===== config.mk =====
export PLATFORM = sky130hd
export DESIGN_NAME = popcount_arbiter
export DESIGN_NICKNAME = d
export VERILOG_FILES = /design/src/rtl/popcount_arbiter.sv
export SDC_FILE = /design/constraint.sdc
export NUM_CORES = 1
export LEC_CHECK = 0
export ABC_AREA = 1
export BUFFER_PORTS_ARGS = -buffer_cell sky130_fd_sc_hd__buf_2
export CORE_ASPECT_RATIO = 0.5
export CORE_MARGIN = 2
export CORE_UTILIZATION = 55
export CTS_CLUSTER_SIZE = 28
export DETAILED_ROUTE_END_ITERATION = 6
export PLACE_DENSITY = 0.84
export REMOVE_ABC_BUFFERS = 1
export SYNTH_ARGS = -nofsm -noshare
export SYNTH_HDL_FRONTEND = slang
export SYNTH_SLANG_ARGS = --single-unit

===== constraint.sdc =====
create_clock -name clk -period 7.7 [get_ports clk]
set_input_delay 1.54 -clock clk [delete_from_list [all_inputs] [get_ports clk]]
set_output_delay 1.54 -clock clk [all_outputs]
set_load 0.005 [all_outputs]

===== src/rtl/popcount_arbiter.sv =====
// popcount_arbiter: round-robin sharing of one 32-bit popcount datapath among
// NREQ valid/ready requesters, with a two-stage (operand, response) pipeline.
// Optional feature: define POPCOUNT_ARB_STALL_CNT_EN to add a saturating
// 16-bit stall_cnt output counting cycles with rsp_valid & !rsp_ready.
module popcount_arbiter #(
    parameter  int unsigned NREQ = 4,
    localparam int unsigned IDW  = $clog2(NREQ)
) (
    input  logic                 clk,
    input  logic                 rst_n,
    input  logic [NREQ-1:0]      req_valid,
    input  logic [32*NREQ-1:0]   req_data,
    output logic [NREQ-1:0]      req_ready,
    output logic                 rsp_valid,
    input  logic                 rsp_ready,
    output logic [IDW-1:0]       rsp_id,
    output logic [5:0]           rsp_count
`ifdef POPCOUNT_ARB_STALL_CNT_EN
    ,
    output logic [15:0]          stall_cnt
`endif
);

    localparam int unsigned DW = 32;
    localparam int unsigned CW = 6;
    localparam int unsigned SW = IDW + 1;

    // operand stage
    logic            op_valid;
    logic [IDW-1:0]  op_id;
    logic [DW-1:0]   op_data;

    // round-robin pointer: index of the most recent winner
    logic [IDW-1:0]  ptr;

    logic            rsp_adv;
    logic            op_adv;
    logic            accept;

    logic [NREQ-1:0] grant;
    logic [IDW-1:0]  grant_id;
    logic            grant_found;
    logic [SW-1:0]   cand;
    logic [DW-1:0]   grant_word;
    logic [CW-1:0]   op_count;

    assign rsp_adv = !rsp_valid || rsp_ready;
    assign op_adv  = !op_valid || rsp_adv;

    // Round-robin scan starting just after the previous winner, wrapping modulo NREQ.
    always_comb begin
        grant       = '0;
        grant_id    = '0;
        grant_found = 1'b0;
        cand        = '0;
        for (int unsigned k = 1; k <= NREQ; k++) begin
            cand = SW'(ptr) + SW'(k);
            if (cand >= SW'(NREQ)) begin
                cand = cand - SW'(NREQ);
            end
            if (!grant_found && req_valid[IDW'(cand)]) begin
                grant_found          = 1'b1;
                grant_id             = IDW'(cand);
                grant[IDW'(cand)]    = 1'b1;
            end
        end
    end

    // Handshake: grant only when the operand stage can take a word; silent in reset.
    assign req_ready = grant & {NREQ{op_adv & rst_n}};
    assign accept    = |req_ready;

    // AND-OR select of the granted requester's word.
    always_comb begin
        grant_word = '0;
        for (int unsigned i = 0; i < NREQ; i++) begin
            grant_word = grant_word | (req_data[DW*i +: DW] & {DW{grant[i]}});
        end
    end

    // Population count of the operand word; 32 fits in 6 bits without overflow.
    always_comb begin
        op_count = '0;
        for (int unsigned i = 0; i < DW; i++) begin
            op_count = op_count + CW'(op_data[i]);
        end
    end

    // Operand stage and arbitration pointer.
    always_ff @(posedge clk or negedge rst_n) begin
        if (!rst_n) begin
            op_valid <= 1'b0;
            op_id    <= '0;
            op_data  <= '0;
            ptr      <= IDW'(NREQ - 1);
        end else if (op_adv) begin
            if (accept) begin
                op_valid <= 1'b1;
                op_id    <= grant_id;
                op_data  <= grant_word;
                ptr      <= grant_id;
            end else begin
                op_valid <= 1'b0;
            end
        end
    end

    // Response stage: holds steady under backpressure.
    always_ff @(posedge clk or negedge rst_n) begin
        if (!rst_n) begin
            rsp_valid <= 1'b0;
            rsp_id    <= '0;
            rsp_count <= '0;
        end else if (rsp_adv) begin
            rsp_valid <= op_valid;
            rsp_id    <= op_id;
            rsp_count <= op_count;
        end
    end

`ifdef POPCOUNT_ARB_STALL_CNT_EN
    // Saturating count of cycles where a response waits on the consumer.
    always_ff @(posedge clk or negedge rst_n) begin
        if (!rst_n) begin
            stall_cnt <= '0;
        end else if (rsp_valid && !rsp_ready && (stall_cnt != 16'hFFFF)) begin
            stall_cnt <= stall_cnt + 16'd1;
        end
    end
`endif

endmodule

==> impl_results.rst <==
.. list-table::
   :header-rows: 1

   * - Metric
     - Value
   * - Count of boundary I/O pins
     - between 100 and 150
   * - Setup repair after global routing missed its margin
     - no
   * - Clock Latency Late Sink
     - 290 ps
   * - Max-capacitance violation count
     - 0
   * - Initial antenna violation count
     - 0
   * - Yosys top cell area share
     - between 30% and 40%
   * - Initial DRC Count
     - between 150 and 200
   * - Count of standard-cell rows
     - 22
   * - Pin count of the biggest net entering global routing
     - 48
   * - Summed instance area of the synthesized netlist
     - approximately 4100 sq um
   * - Most common flop cell mapped by yosys
     - dfrtp_1
   * - Chip height
     - 65.1 um
   * - Clock tree from TritonCTS
     - built
   * - Proportion of synthesized flip-flops having asynchronous set or reset
     - 100%
   * - Total clock buffers created by CTS
     - 5
   * - Number of search-and-repair iterations in the first detailed-routing pass
     - 4
   * - Setup Viol. Count Final
     - 0
   * - Wire length per cell
     - ~12 um
   * - Required @ worst endpoint
     - between 7000 and 8000 ps
   * - Final net count
     - 957
   * - Result of the run
     - finished, final reports clean
   * - Drc violations
     - 0
   * - Maximum clock insertion buffer count
     - 2
   * - Data arrival time of the worst path
     - between 4000 and 5000 ps
   * - Worst-case setup margin in the final layout
     - 2960 ps
   * - Via count
     - between 4000 and 5000
   * - Width of the die
     - roughly 130 um
   * - CTS Hold Bufs
     - 0
   * - Diodes inserted
     - 0
   * - Final max-slew violation count
     - 0
   * - Worst clock skew on the final layout
     - ~7.1 ps
   * - Critical path endpoint category
     - flop
   * - Residual overflow from global routing
     - 0
   * - Total routing usage reported by global routing
     - 25.5%
   * - Post-Synthesis Cells
     - between 600 and 700
   * - Share of synthesized area occupied by flip-flops and latches
     - between 20 and 30%
   * - Final worst path period share
     - about three fifths
   * - Detailed-placement wirelength estimate
     - approximately 7500 um
   * - Synth Register Bits
     - between 40 and 50
   * - Final TNS setup
     - 0 ps
   * - Core region area
     - between 7000 and 8000 sq um
   * - Min Tclk post-route
     - about 4700 ps
   * - Post-synth top area cell
     - nand2_1
   * - Final count of hold timing violations
     - 0
   * - Port bufs
     - ~150
   * - Vias in the first global route
     - 3837
   * - Average vias per placed instance
     - 4.68
   * - Setup slack at placement
     - 2990 ps
   * - Routed Wire Length
     - just over 10000 um
   * - Synth Warn #
     - 0
   * - Die footprint
     - 8200 sq um
   * - Post-synth EDFFs
     - 0
   * - Share of cells above drive strength 1
     - between 20% and 30%
   * - Maximum clock frequency
     - between 200 and 250 MHz
   * - Sink count of the clock tree
     - 46
   * - Top post-synthesis cells by count
     - 370 x nand2_1, 118 x inv_1, 44 x dfrtp_1
   * - Layout overhead on the synthesized area
     - 23.1%
   * - Slew of the pin with the lowest slew margin
     - between 1000 and 1500 ps
   * - Worst min-delay path category
     - flop to flop
   * - Most frequently used cell type in the post-synthesis netlist
     - nand2_1
   * - Area contributors post-synth
     - nand2_1 34%, dfrtp_1 27%, fa_1 12%, inv_1 11%, ha_1 3.4%
   * - Global-route wire length before repair
     - 16800 um
   * - Largest fanout of any net on the critical path
     - 2
   * - Routability-driven placement congestion ratio
     - approximately 0.85
   * - CP Class
     - flop to flop
   * - Library cells used by synthesis
     - 30
   * - Relative slew margins
     - 24.1%
   * - Setup slack, reg-to-reg
     - 2960 ps
   * - Root buf cell
     - clkbuf_16
   * - Clock-pin slew on the worst setup and hold paths
     - roughly 70 ps
   * - Number of antenna-violating nets in the routed design
     - 0
   * - Post-cts gate resize count
     - 0
   * - Utilization after layout
     - a little over two thirds
   * - Effective utilization at floorplan
     - 56.4%
   * - H-tree Lvls
     - 2
   * - Mean instance size in the synthesized netlist
     - approximately 6.3 sq um
   * - Post-CTS setup buffers
     - 0
   * - Worst Setup Start Kind
     - flop
## cell type report
type                    count  area, sq um
well taps                  96          120
clock inverters             2         37.5
multi-input cells         461         2380
flip-flops and latches     46         1150
repair buffers            152          773
fillers                   631         2220
inverters                 121          454
clock buffers               6          129
## stage by stage
step	std cells	hold WS (ps)	area, sq um
6_report	884	464	5050
5_1_grt	884	508	5050
4_1_cts	884	466	5050
3_5_place_dp	876	449	4880
3_3_place_gp	876	448	4880
2_1_floorplan	628	429	3990
## worst max-delay path, cell delays in order, from the launching register on
cell and delay (ps):
dfrtp_1 410, fa_1 550, inv_1 60, fa_1 540
fa_1 450, fa_1 500, fa_1 550, fa_1 420
inv_1 70, ha_1 160, inv_1 60, fa_1 350
inv_1 80, nand2_1 60, nand2_1 60, a21oi_1 70
xnor2_1 120, nand2_1 50, nand2_1 50
## registers in the layout (all words and copies together), names as in the netlist
| signal | cells |
|---|---|
| op_data | 32 |
| op_id | 2 |
| op_valid | 1 |
| ptr | 2 |
| rsp_count | 6 |
| rsp_id | 2 |
| rsp_valid | 1 |
## cells in the final DEF, fill, tap and decap left out, types with 2 or more instances in the layout
| cell | instances |
|---|---|
| a21boi_0 | 3 |
| a21oi_1 | 3 |
| a21oi_2 | 3 |
| buf_2 | 147 |
| buf_4 | 5 |
| clkbuf_16 | 5 |
| dfrtp_1 | 44 |
| dfstp_2 | 2 |
| fa_1 | 24 |
| ha_1 | 11 |
| inv_1 | 118 |
| inv_2 | 2 |
| nand2_1 | 370 |
| nand2_2 | 4 |
| nand3_1 | 16 |
| nand3_2 | 6 |
| nor2_1 | 3 |
| o21ai_0 | 6 |
| o21ai_1 | 2 |
## layer usage
metal | global-route usage [%] | vias up | share of wire (%) | wire length [um]
met5 | 0 | - | 0 | 0
met1 | 34.4 | 1887 | 44 | 4540
met2 | 43.9 | 100 | 48 | 4950
li1 | - | 2140 | - | -
met4 | 6.04 | 0 | 1.0 | 104
met3 | 3.88 | 12 | 6.3 | 649
## final timing paths
path                             from      endpoint  depth (start not counted)
setup reg to reg           op_data[0]  rsp_count[4]                         18
min in group asynchronous       rst_n      op_id[1]                          2
hold reg to reg              op_valid     rsp_valid                          2
max in group asynchronous       rst_n  rsp_count[4]                          2
hold / removal               op_valid     rsp_valid                          2
setup / recovery           op_data[0]  rsp_count[4]                         18
## kinds of logic after synthesis
group	share of synthesized area (%)
buffers and inverters	13.8
AO/OA/AOI/OAI	3.14
AND/OR/NAND/NOR	39.4
flip-flops	28.1
XOR/XNOR	0.427
adder cells (fa/ha/maj)	15.1
Power is not shown: default switching activity piles up to over one toggle a cycle in this logic, so the estimate is an artifact.
